===== src/rtl/serial_add_ctrl.sv =====
// serial_add_ctrl: bit-serial add/subtract sequencer.
// Takes two W-bit operands and drives one external full-adder cell LSB-first
// for W cycles, keeping the running carry in a register. It then returns the
// sum, the carry-out and the signed overflow flag over a valid/ready handshake.
//
//   state  | meaning
//   IDLE   | waiting for operands, in_ready high
//   RUN    | one bit per cycle through the external cell, index 0..W-1
//   DONE   | result presented, out_valid high until out_ready
module serial_add_ctrl #(
    parameter int W = 8
) (
    input  logic         clk,
    input  logic         rst_n,
    input  logic         in_valid,
    output logic         in_ready,
    input  logic [W-1:0] in_a,
    input  logic [W-1:0] in_b,
    input  logic         in_sub,
    output logic         cell_a,
    output logic         cell_b,
    output logic         cell_cin,
    input  logic         cell_s,
    input  logic         cell_cout,
    output logic         out_valid,
    input  logic         out_ready,
    output logic [W-1:0] out_sum,
    output logic         out_cout,
    output logic         out_ovf,
    output logic         busy
);

    localparam int IW = (W > 1) ? $clog2(W) : 1;
    localparam logic [IW-1:0] LAST_IDX = IW'(W - 1);

    typedef enum logic [1:0] {
        S_IDLE = 2'd0,
        S_RUN  = 2'd1,
        S_DONE = 2'd2
    } state_t;

    state_t        state_q, state_d;
    logic [W-1:0]  a_q, a_d;
    logic [W-1:0]  bx_q, bx_d;
    logic [W-1:0]  sum_q, sum_d;
    logic [IW-1:0] idx_q, idx_d;
    logic          carry_q, carry_d;
    logic          cout_q, cout_d;
    logic          ovf_q, ovf_d;
    logic          in_ready_q, in_ready_d;
    logic          out_valid_q, out_valid_d;
    logic          busy_q, busy_d;

    // Next-state and datapath update for the sequencer.
    always_comb begin
        state_d     = state_q;
        a_d         = a_q;
        bx_d        = bx_q;
        sum_d       = sum_q;
        idx_d       = idx_q;
        carry_d     = carry_q;
        cout_d      = cout_q;
        ovf_d       = ovf_q;
        in_ready_d  = in_ready_q;
        out_valid_d = out_valid_q;
        busy_d      = busy_q;
        case (state_q)
            S_IDLE: begin
                if (in_valid && in_ready_q) begin
                    // Subtraction is A + ~B + 1: invert B here, and the +1
                    // enters as the initial carry.
                    a_d        = in_a;
                    bx_d       = in_sub ? ~in_b : in_b;
                    carry_d    = in_sub;
                    idx_d      = '0;
                    state_d    = S_RUN;
                    in_ready_d = 1'b0;
                    busy_d     = 1'b1;
                end
            end
            S_RUN: begin
                sum_d[idx_q] = cell_s;
                carry_d      = cell_cout;
                idx_d        = idx_q + 1'b1;
                if (idx_q == LAST_IDX) begin
                    // Here carry_q is the carry into the MSB.
                    ovf_d       = cell_cout ^ carry_q;
                    cout_d      = cell_cout;
                    idx_d       = '0;
                    state_d     = S_DONE;
                    out_valid_d = 1'b1;
                end
            end
            S_DONE: begin
                if (out_ready) begin
                    state_d     = S_IDLE;
                    out_valid_d = 1'b0;
                    in_ready_d  = 1'b1;
                    busy_d      = 1'b0;
                end
            end
            default: begin
                state_d     = S_IDLE;
                in_ready_d  = 1'b1;
                out_valid_d = 1'b0;
                busy_d      = 1'b0;
            end
        endcase
    end

    // State and output registers; reset discards any in-flight operation.
    always_ff @(posedge clk) begin
        if (!rst_n) begin
            state_q     <= S_IDLE;
            a_q         <= '0;
            bx_q        <= '0;
            sum_q       <= '0;
            idx_q       <= '0;
            carry_q     <= 1'b0;
            cout_q      <= 1'b0;
            ovf_q       <= 1'b0;
            in_ready_q  <= 1'b1;
            out_valid_q <= 1'b0;
            busy_q      <= 1'b0;
        end else begin
            state_q     <= state_d;
            a_q         <= a_d;
            bx_q        <= bx_d;
            sum_q       <= sum_d;
            idx_q       <= idx_d;
            carry_q     <= carry_d;
            cout_q      <= cout_d;
            ovf_q       <= ovf_d;
            in_ready_q  <= in_ready_d;
            out_valid_q <= out_valid_d;
            busy_q      <= busy_d;
        end
    end

    // Cell drive: the selected operand bits and the carry, forced low outside RUN.
    always_comb begin
        cell_a   = 1'b0;
        cell_b   = 1'b0;
        cell_cin = 1'b0;
        if (state_q == S_RUN) begin
            cell_a   = a_q[idx_q];
            cell_b   = bx_q[idx_q];
            cell_cin = carry_q;
        end
    end

    assign in_ready  = in_ready_q;
    assign out_valid = out_valid_q;
    assign busy      = busy_q;
    assign out_sum   = sum_q;
    assign out_cout  = cout_q;
    assign out_ovf   = ovf_q;

endmodule


===== config.mk =====
export PLATFORM = sky130hd
export DESIGN_NAME = serial_add_ctrl
export DESIGN_NICKNAME = d
export VERILOG_FILES = /design/src/rtl/serial_add_ctrl.sv
export SDC_FILE = /design/constraint.sdc
export NUM_CORES = 1
export LEC_CHECK = 0
export BUFFER_PORTS_ARGS = -buffer_cell sky130_fd_sc_hd__clkbuf_2
export CORE_ASPECT_RATIO = 2
export CORE_MARGIN = 2
export CORE_UTILIZATION = 30
export DETAILED_ROUTE_END_ITERATION = 8
export SLEW_MARGIN = 20
export SYNTH_ARGS = -nofsm -noshare
export SYNTH_HDL_FRONTEND = slang
export SYNTH_SLANG_ARGS = --single-unit

===== constraint.sdc =====
create_clock -name clk -period 2.2 [get_ports clk]
set_input_delay 0.22 -clock clk [delete_from_list [all_inputs] [get_ports clk]]
set_output_delay 0.22 -clock clk [all_outputs]
set_load 0.02 [all_outputs]

== Word level (Yosys, flattened, before mapping) ==
Index checks and enable logic that the tools add are counted.

* Add/sub/neg operators: 1
* Multipliers: 0
* Div/mod/pow operators: 0
* Magnitude comparators: 2
* Equality and inequality tests: 6
* Shifts and indexed selects: 0
* Muxes and demuxes: 28
* Bitwise logic cells: 4
* Reductions and logical operators: 10

{| class="wikitable"
|+ Operator list
! operator !! number
|-
| $mux 1 || 12
|-
| $pmux 1 s3 || 3
|-
| $reduce_and 3->1 || 3
|-
| $bwmux 8 || 1
|-
| $mux 8 || 1
|-
| $not 8->8 || 1
|-
| $bmux 1 s3 || 2
|-
| $mux 2 || 3
|-
| $mux 3 || 2
|-
| $ne 2x2->1 const B || 3
|-
| $pmux 2 s3 || 1
|-
| $pmux 3 s2 || 1
|-
| $reduce_and 2->1 || 3
|-
| $lt 3x4->1 const B || 1
|-
| $add 3x1->3 const B || 1
|-
| $demux 1 s3 || 1
|-
| $eq 3x3->1 const B || 1
|-
| $ge 3x1->1 const B || 1
|-
| $eq 2x1->1 const B || 1
|-
| $eq 2x2->1 const B || 1
|-
| $logic_and 1x1->1 || 2
|-
| $logic_not 2->1 || 1
|-
| $not 1->1 || 2
|-
| $pmux 1 s2 || 1
|-
| other kinds (2) || 2
|}

* Register bits: 35
* Bits in latches: 0
* Bits in writable memories: 0
* ROM bits: 0
* Bits of input ports: 23
* Logic and storage cells: 62
* Memories: 0

== Depth between registers and ports, before layout ==
Gate-level depths: netlist (run 1).

* Word-level depth: 5
* Depth in mapped cells: 5
* Depth with buffers taken out: 5

== Worst setup path before layout (run 1) ==
No wires, ideal clock.

* Kind: flip-flop to output port
* From: register idx_q[0]
* To: output port cell_b
* Arrival: 1355 ps
* Required time: 1980 ps
* Setup slack: 625 ps
* Cell stages (with the launch flop): 6
* Path buffers: 2
* Cells stage by stage: dfxtp_1 > buf_6 > buf_2 > a21oi_1 > a211o_1 > a31oi_1

* Cells in the longest elaborated chain, start to end: 3

{| class="wikitable"
|+ Ends and longest elaborated chain
! item !! line !! text
|-
| start: declaration || 46 || <nowiki>logic [IW-1:0] idx_q, idx_d;</nowiki>
|-
| start signal: assignment || 130 || <nowiki>idx_q <= idx_d;</nowiki>
|-
| $bmux 1 s3 || 147 || <nowiki>cell_b = bx_q[idx_q];</nowiki>
|-
| $mux 1 (not written as such) || 147 ||
|-
| $mux 1 || 145 || <nowiki>if (state_q == S_RUN) begin</nowiki>
|-
| end: declaration || 21 || <nowiki>output logic cell_b,</nowiki>
|}

No other way between the ends. The select of a mux whose other input is x is not followed.

== Worst setup path after layout (run 1) ==
* From: register idx_q[1]
* To: output port cell_b

Same word-level chain as after synthesis.

==> reports/results.tsv, run 1 <==
stage	metric	value	unit
job	Max Cap Viol	0	
route	1st-pass router iterations	4	
placement	Final Wtd Congestion	0.737	
floorplanning	Top Ports	39	
final_layout	Final Util	0.371	
final_layout	Post-Layout Cell Count	277	
final_layout	n_diodes	0	
clock_tree	CTS tree	yes	
clock_tree	H-tree levels	2	
pwr	sequential group share of total power	0.503	
timing	Max Clk Rate	0.528	GHz
hold_path	Worst Hold Class	in -> reg	
pwr	pwr dens	729	nW/um^2
clock_tree	Num Clock Sinks	35	
final_layout	area of the multi-input gates	823	um^2
pwr	Worst VDD drop	0.378	mV
route	routed wire length	3550	um
route	DR top layer	met4	
timing	Slew headroom	0.375	
critical_path	crit path max-delay cell type	dfxtp_1	
clock_tree	Root Driver	clkbuf_8	
placement	Port Buffers	38	
route	Routed Antenna Nets	0	
logic_synthesis	mapped cell area	1600	um^2
critical_path	CP max FO	10	
timing	min Tclk post-route	1890	ps
floorplanning	core area	5140	um^2
route	Post-route DRC	0	
critical_path	FF-to-FF path depth	3	
logic_synthesis	count of cell types in the netlist	35	
clock_tree	Clock Latency Late Sink	290	ps
global_route	grt ovf	0	
timing	Setup Skew	6.34	ps
critical_path	CP required	1980	ps
logic_synthesis	synthesized flop and latch total	35	
critical_path	WP buf/inv	1	
clock_tree	Worst-path clk slew	70	ps
clock_tree	hold_buf cts	0	
route	WL met2	1950	um
pwr	switch share	0.258	
placement	area post-placement	1800	um^2
route	via count	1374	
floorplanning	Initial Util	0.310	
timing	worst hold slack	130	ps
route	routed wl met3	123	um
clock_tree	Num CTS Buffers	5	
logic_synthesis	register area share after synthesis	0.439	
hold_path	Hold Path Stages	2	
logic_synthesis	Main synth FF type	dfxtp_1	
global_route	vias in the first global route	1338	
global_route	Total GRT Usage	0.129	
route	number of vias per cell	4.96	
placement	placed wire-length estimate	2620	um
logic_synthesis	Syn Inst Count	185	
pwr	Clk network pwr share	0.374	
logic_synthesis	Ys Warns	0	
critical_path	Crit path depth	4	
logic_synthesis	Net Count, Synth	210	
critical_path	Largest stage delay, worst path	510	ps
critical_path	crit-path cells	nand2_1 > o22a_1 > a31oi_1 > clkbuf_2	
critical_path	delay-heaviest family, CP	flip-flops	
logic_synthesis	Synth top area share	0.439	
floorplanning	Die Ht	107	um
timing	final hold viol count	0	
global_route	initial antenna violation count	0	
pwr	sw power	0.000359	W
timing	unrepaired setup endpoints after global routing	false	
logic_synthesis	most instantiated cells after synthesis	35 x dfxtp_1, 26 x a21oi_1, 23 x nand2_1	
final_layout	fillers	547	
logic_synthesis	syn_area_per_cell	8.62	um^2
final_layout	layout cell share with drive strength beyond 1	0.237	
global_route	largest net degree at the start of global routing	35	
final_layout	post-route cell area	1910	um^2
timing	Slew Limit Fails	0	
timing	setup TNS	0	ps
critical_path	CP Class	reg -> out	
final_layout	FF+latch area	702	um^2
timing	final period utilization	0.861	
timing	Setup violations, final	0	
critical_path	critical path endpoint category	output pin	
logic_synthesis	EDFF count, synth	0	
critical_path	Arr. time, crit path	1670	ps
route	wl on met1	1380	um
timing	worst-margin pin slew	932	ps
pwr	internal power	0.00103	W
run_status	status	complete, no violations	
critical_path	reg2reg setup slack	630	ps
logic_synthesis	cell with the most instances after synthesis	dfxtp_1	
route	routed len/inst	12.8	um
floorplanning	num rows	37	
critical_path	crit start category	flop	
clock_tree	Clock Tree Buf Depth	2	
placement	Placed Cells	269	
floorplanning	die width	55.6	um
pwr	combinational share of power	0.123	
route	initial DRC count	34	
floorplanning	total die area	5950	um^2
pwr	P_leak	0.716	nW
logic_synthesis	ys async rst share	0	
final_layout	synthesis-to-finish area growth	19.5	%
global_route	first-pass GRT wire length	6020	um
logic_synthesis	cell taking the most area after synthesis	dfxtp_1	
logic_synthesis	top post-synthesis cells by area	dfxtp_1 44%, a21oi_1 8.2%, nand2_1 5.4%	
final_layout	Final #Nets	243	
## power by group through the flow
| stage | Clock (W) | Combinational [W] | Sequential [W] |
|---|---|---|---|
| after global placement | 0 | 0.000173 | 0.000714 |
| after floorplan | 0 | 0.000135 | 0.000702 |
| final | 0.000520 | 0.000171 | 0.000699 |
| after global routing | 0.000563 | 0.000196 | 0.000705 |
| after detailed placement | 0 | 0.000175 | 0.000714 |
| after CTS | 0.000542 | 0.000175 | 0.000699 |
## placed cells by master (no fill, tap or decap), drive strengths merged
cell type / count
nand3: 6
a22oi: 1
xor2: 1
dfxtp: 35
nor2b: 2
nor2: 12
clkinv: 1
nor3: 1
nor3b: 2
mux2: 2
nand3b: 4
nand4: 1
mux2i: 6
nand2: 23
nand4bb: 1
a2bb2oi: 1
o21ai: 8
o22a: 2
xnor2: 8
and4bb: 1
or3: 6
buf: 1
nor4b: 1
clkinvlp: 1
a21oi: 26
a211o: 1
inv: 1
clkbuf: 45
nand2b: 3
a31oi: 2
a211oi: 8
or3b: 1
ha: 2
o31ai: 2
and2: 1
## registers in the layout, indices dropped and copies added (netlist names)
signal / count
a_q: 8
busy: 1
bx_q: 8
carry_q: 1
idx_q: 3
in_ready: 1
out_cout: 1
out_ovf: 1
out_sum: 8
out_valid: 1
state_q: 2
## kinds of logic (layout without fill, tap and decap cells)
group / count (synthesis) / in the layout / share of synthesized area
simple gates: 65 / 65 / 0.211
mux: 8 / 8 / 0.0518
flops: 35 / 35 / 0.439
xor+xnor: 9 / 9 / 0.0494
fa+ha+maj: 2 / 2 / 0.0157
buf+inv: 15 / 49 / 0.0447
compound gates: 51 / 51 / 0.188
## what timing repair did
item,in CTS,in global routing
setup buffers,0,0
gates resized for setup,0,1
setup endpoints to repair,0,1
## worst reg2reg max path, delay by kind of cell (launching register included)
family / cells / cell delay [ps]
AOI/OAI and AO/OA: 1 / 130
DFF: 1 / 550
and+or+nand+nor: 2 / 790
## path summary, 6_finish.rpt
kind	startpoint	to
hold reg to reg	a_q[6]	a_q[6]
hold / removal	rst_n	in_ready
setup / recovery	idx_q[1]	cell_b
setup reg to reg	state_q[0]	out_sum[4]
## stage by stage
step / setup WS (ps) / power (W)
after floorplan: 625 / 0.000837
after global placement: 427 / 0.000887
after detailed placement: 381 / 0.000889
after CTS: 51.8 / 0.00142
after global routing: 203 / 0.00146
final: 306 / 0.00139
## final cells by class
class	count	share of cell area
Clock buffer	7	0.0505
Clock inverter	1	0.00394
Inverter	2	0.00394
Multi-Input combinational cell	135	0.432
Sequential cell	35	0.368
Tap cell	58	0.0381
Timing Repair Buffer	39	0.104
## per-layer routing
layer	track usage	vias to the layer above
met2	0.236	26
met3	0.0290	6
li1	-	721
met5	0	-
met4	0.0679	0
met1	0.134	621
Power figures use the tool's default switching activity.
==> inputs of run 2 (changes only) <==
--- a/config.mk
+++ b/config.mk
@@ -6,7 +6,7 @@
 export NUM_CORES = 1
 export LEC_CHECK = 0
 export BUFFER_PORTS_ARGS = -buffer_cell sky130_fd_sc_hd__clkbuf_2
-export CORE_ASPECT_RATIO = 2
+export CORE_ASPECT_RATIO = 0.8
 export CORE_MARGIN = 2
 export CORE_UTILIZATION = 30
 export DETAILED_ROUTE_END_ITERATION = 8
==> run 2 against run 1 <==
Worst setup slack gained 17 ps. Largest power group unchanged. Largest cell class unchanged. Final cell count is 1.4% higher. Utilization is 0.64 points higher. Die area decreased by 0.53%. Via count down 3.2%.
==> reports/results.tsv, run 2 (same netlist as run 1, synthesis figures left out) <==
stage	metric	value	unit
clock_tree	Num Clock Sinks	35	
timing	Setup violations, final	0	
critical_path	crit start category	flop	
critical_path	Arr. time, crit path	1660	ps
timing	Max Clk Rate	0.533	GHz
timing	worst-margin pin slew	906	ps
clock_tree	Clock Tree Buf Depth	2	
global_route	initial antenna violation count	0	
final_layout	fillers	550	
global_route	Total GRT Usage	0.127	
timing	final hold viol count	0	
timing	setup TNS	0	ps
route	routed len/inst	12.2	um
timing	Setup Skew	3.70	ps
route	1st-pass router iterations	4	
route	WL met2	1350	um
final_layout	post-route cell area	1910	um^2
critical_path	CP required	1980	ps
pwr	pwr dens	725	nW/um^2
global_route	grt ovf	0	
clock_tree	Clock Latency Late Sink	290	ps
route	initial DRC count	81	
run_status	status	complete, no violations	
timing	unrepaired setup endpoints after global routing	false	
floorplanning	Initial Util	0.315	
placement	placed wire-length estimate	2450	um
critical_path	Largest stage delay, worst path	520	ps
timing	Slew Limit Fails	0	
clock_tree	Worst-path clk slew	70	ps
critical_path	critical path endpoint category	output pin	
final_layout	layout cell share with drive strength beyond 1	0.237	
clock_tree	Root Driver	clkbuf_8	
floorplanning	die width	85.5	um
pwr	P_leak	0.716	nW
global_route	largest net degree at the start of global routing	35	
floorplanning	Top Ports	39	
hold_path	Worst Hold Class	in -> reg	
critical_path	crit-path cells	nand2_1 > o22a_1 > a31oi_1 > clkbuf_2	
final_layout	synthesis-to-finish area growth	19.8	%
final_layout	Post-Layout Cell Count	281	
global_route	first-pass GRT wire length	6000	um
route	Post-route DRC	0	
final_layout	most frequent cells in the layout	38 x clkbuf_2, 34 x dfxtp_1, 26 x a21oi_1, 23 x nand2_1, 12 x nor2_1	
clock_tree	CTS tree	yes	
route	routed wl met3	253	um
floorplanning	core area	5060	um^2
critical_path	WP buf/inv	1	
final_layout	Final #Nets	243	
critical_path	delay-heaviest family, CP	flip-flops	
critical_path	crit path max-delay cell type	dfxtp_1	
job	Max Cap Viol	0	
placement	area post-placement	1810	um^2
clock_tree	hold_buf cts	0	
final_layout	n_diodes	0	
placement	Port Buffers	38	
critical_path	CP max FO	10	
route	via count	1330	
route	routed wire length	3430	um
route	DR top layer	met4	
placement	Final Wtd Congestion	0.737	
route	Routed Antenna Nets	0	
timing	Slew headroom	0.392	
global_route	vias in the first global route	1264	
timing	min Tclk post-route	1880	ps
placement	Placed Cells	273	
critical_path	CP Class	reg -> out	
route	wl on met1	1760	um
route	number of vias per cell	4.73	
floorplanning	num rows	23	
floorplanning	Die Ht	69.2	um
clock_tree	H-tree levels	2	
pwr	Worst VDD drop	0.308	mV
final_layout	most common cell after layout, fill and taps aside	clkbuf_2	
clock_tree	Num CTS Buffers	5	
timing	final period utilization	0.853	
floorplanning	total die area	5920	um^2
-- run 2: cell counts in the layout (fill, tap and decap cells not counted) --
No cell type changed its count.
-- run 2: per-layer routing --
metal | vias up | global-route usage
met5 | - | 0
met4 | 0 | 0.0529
met3 | 7 | 0.0417
met2 | 36 | 0.178
met1 | 566 | 0.179
li1 | 721 | -
-- run 2: worst paths after layout --
kind	startpoint	to	slack [ps]	cells past startpoint
hold / removal	rst_n	in_ready	120	2
setup reg to reg	state_q[0]	idx_q[0]	650	3
hold reg to reg	out_ovf	out_ovf	460	2
setup / recovery	idx_q[1]	cell_b	320	4
-- run 2: through the flow --
step / total power [W] / util / hold slack, ps / setup slack [ps]
final: 0.00139 / 0.377 / 117 / 323
after global routing: 0.00146 / 0.377 / 147 / 173
after CTS: 0.00141 / 0.377 / 112 / 97.0
after detailed placement: 0.000888 / 0.357 / 410 / 429
after global placement: 0.000885 / 0.357 / 402 / 481
after floorplan: 0.000837 / - / 296 / 625
-- run 2: where the power goes --
part	switching [W]	total [W]	internal [W]
clock network	0.000231	0.000515	0.000285
logic	0.0000937	0.000172	0.0000786
registers	0.0000311	0.000699	0.000668
total	0.000355	0.00139	0.00103
-- run 2: cell type report --
class                           instances  area [um^2]  share of cell area
Clock buffer                            7         96.3              0.0504
Clock inverter                          1         7.51             0.00393
Inverter                                2         7.51             0.00393
Multi-Input combinational cell        135          823               0.431
Sequential cell                        35          702               0.367
Tap cell                               62         77.6              0.0406
Timing Repair Buffer                   39          198               0.103
-- run 2: what timing repair did --
action,CTS,global route
resized for setup,0,1
endpoints found under the setup margin,0,2
setup buffers,0,0
==> inputs of run 3 (changes only) <==
--- a/config.mk
+++ b/config.mk
@@ -10,7 +10,6 @@
 export CORE_MARGIN = 2
 export CORE_UTILIZATION = 30
 export DETAILED_ROUTE_END_ITERATION = 8
-export SLEW_MARGIN = 20
 export SYNTH_ARGS = -nofsm -noshare
 export SYNTH_HDL_FRONTEND = slang
 export SYNTH_SLANG_ARGS = --single-unit
==> constraint.sdc (replaced) <==
create_clock -name clk -period 2.2 [get_ports clk]
set_input_delay 0.44 -clock clk [delete_from_list [all_inputs] [get_ports clk]]
set_output_delay 0.44 -clock clk [all_outputs]
set_load 0.02 [all_outputs]
==> run 3 against run 2 <==
Register-to-register slack lost 60 ps. Final area shrank 0.79%. Final cell count increased by 0.36%. Via count is 3.1% higher. Global-route usage decreased by 0.074 points. Largest power group unchanged.
==> reports/results.tsv, run 3 (same netlist as run 1, synthesis figures left out) <==
stage	metric	value	unit
run_status	status	complete, no violations	
placement	placed wire-length estimate	2470	um
timing	final period utilization	0.947	
critical_path	crit start category	flop	
clock_tree	Clock Tree Buf Depth	2	
critical_path	crit-path cells	nand2_1 > o22a_1 > a31oi_1 > clkbuf_2	
route	1st-pass router iterations	4	
route	number of vias per cell	4.86	
timing	Slew headroom	0.389	
final_layout	n_diodes	0	
critical_path	critical path endpoint category	output pin	
route	routed wire length	3560	um
global_route	Total GRT Usage	0.127	
critical_path	reg-to-reg critical path startpoint	idx_q[0]	
pwr	total power draw	0.00133	W
timing	Setup violations, final	0	
timing	unrepaired setup endpoints after global routing	false	
timing	worst-margin pin slew	911	ps
global_route	largest net degree at the start of global routing	35	
final_layout	Final #Nets	244	
placement	Final Wtd Congestion	0.770	
critical_path	CP Class	reg -> out	
route	wl on met1	1840	um
clock_tree	H-tree levels	2	
route	WL met2	1480	um
route	DR top layer	met4	
global_route	grt ovf	0	
floorplanning	die width	85.5	um
critical_path	Worst Setup EP	cell_b	
route	routed wl met3	203	um
critical_path	reg2reg setup slack	590	ps
job	Max Cap Viol	0	
timing	Max Clk Rate	0.480	GHz
floorplanning	num rows	23	
timing	Setup Skew	9.85	ps
clock_tree	Root Driver	clkbuf_8	
floorplanning	core area	5060	um^2
clock_tree	hold_buf cts	0	
critical_path	CP required	1760	ps
critical_path	critical path startpoint	idx_q[2]	
critical_path	RR Endpoint	idx_q[0]	
critical_path	FF-to-FF path depth	6	
timing	min Tclk post-route	2080	ps
route	initial DRC count	108	
route	routed len/inst	12.6	um
hold_path	Worst Hold Class	in -> reg	
hold_path	Hold Path Stages	2	
floorplanning	total die area	5920	um^2
clock_tree	Num Clock Sinks	35	
route	Post-route DRC	0	
critical_path	CP max FO	9	
clock_tree	Num CTS Buffers	5	
final_layout	layout cell share with drive strength beyond 1	0.232	
pwr	pwr dens	700	nW/um^2
floorplanning	Die Ht	69.2	um
timing	setup TNS	0	ps
clock_tree	CTS resizes	0	
global_route	vias in the first global route	1240	
route	Routed Antenna Nets	0	
pwr	P_leak	0.713	nW
final_layout	most common cell after layout, fill and taps aside	clkbuf_2	
critical_path	Arr. time, crit path	1640	ps
floorplanning	Initial Util	0.315	
route	via count	1371	
floorplanning	Top Ports	39	
final_layout	most frequent cells in the layout	38 x clkbuf_2, 34 x dfxtp_1, 26 x a21oi_1, 23 x nand2_1, 12 x nor2_1	
timing	final hold viol count	0	
global_route	initial antenna violation count	0	
global_route	first-pass GRT wire length	5970	um
clock_tree	CTS tree	yes	
critical_path	crit path max-delay cell type	dfxtp_1	
final_layout	synthesis-to-finish area growth	18.9	%
placement	Port Buffers	38	
clock_tree	Worst-path clk slew	60	ps
clock_tree	Clock Latency Late Sink	290	ps
timing	Slew Limit Fails	0	
pwr	Worst VDD drop	0.383	mV
final_layout	fillers	571	
critical_path	Largest stage delay, worst path	500	ps
clock_tree	number of setup buffers added after CTS	0	
run 3: changes by cell type in the layout (fill, tap and decap cells not counted), sizes merged:
cell,previous run,this run
buf,1,2
clkinvlp,1,0
clkinv,1,2
run 3: cell type report:
cell class,count,area [um^2],share of cell area
inverters,2,7.51,0.00396
repair buffers,40,205,0.108
well taps,62,77.6,0.0409
clock inverters,1,5.00,0.00264
multi-input cells,135,823,0.434
flip-flops and latches,35,702,0.370
clock buffers,7,76.3,0.0402
run 3: worst max-delay path, delay by kind of cell, from the launching register on:
kind,cells,cell delay (ps)
buf+inv,1,210
simple gates,1,220
compound gates,2,440
flops,1,500
run 3: through the flow:
stage | area (um^2) | cells | setup slack (ps) | hold slack, ps | util
2_1_floorplan | 1600 | 185 | 405 | 433 | -
3_3_place_gp | 1810 | 274 | 393 | 449 | 0.358
3_5_place_dp | 1810 | 274 | 354 | 449 | 0.358
4_1_cts | 1900 | 282 | 35.2 | 347 | 0.374
5_1_grt | 1900 | 282 | 23.4 | 359 | 0.375
6_report | 1900 | 282 | 117 | 352 | 0.375
run 3: how the worst min path moves through the flow:
stage | from | end | slack (ps)
detailed placement | a_q[5] | a_q[5] | 450
finish | rst_n | in_ready | 350
global route | rst_n | in_ready | 360
CTS | rst_n | in_ready | 350
global placement | a_q[7] | a_q[7] | 450
floorplan | a_q[1] | a_q[1] | 430
run 3: metal layers:
| layer | GRT usage | up-vias |
|---|---|---|
| met5 | 0 | - |
| met4 | 0.0476 | 0 |
| met3 | 0.0393 | 5 |
| met2 | 0.175 | 32 |
| met1 | 0.182 | 610 |
| li1 | - | 724 |
run 3: where the power goes:
| group | total (W) | switching, W | leakage [nW] | internal (W) |
|---|---|---|---|---|
| clock network | 0.000453 | 0.000230 | 0.0422 | 0.000222 |
| logic | 0.000179 | 0.0000982 | 0.384 | 0.0000803 |
| registers | 0.000697 | 0.0000291 | 0.286 | 0.000668 |
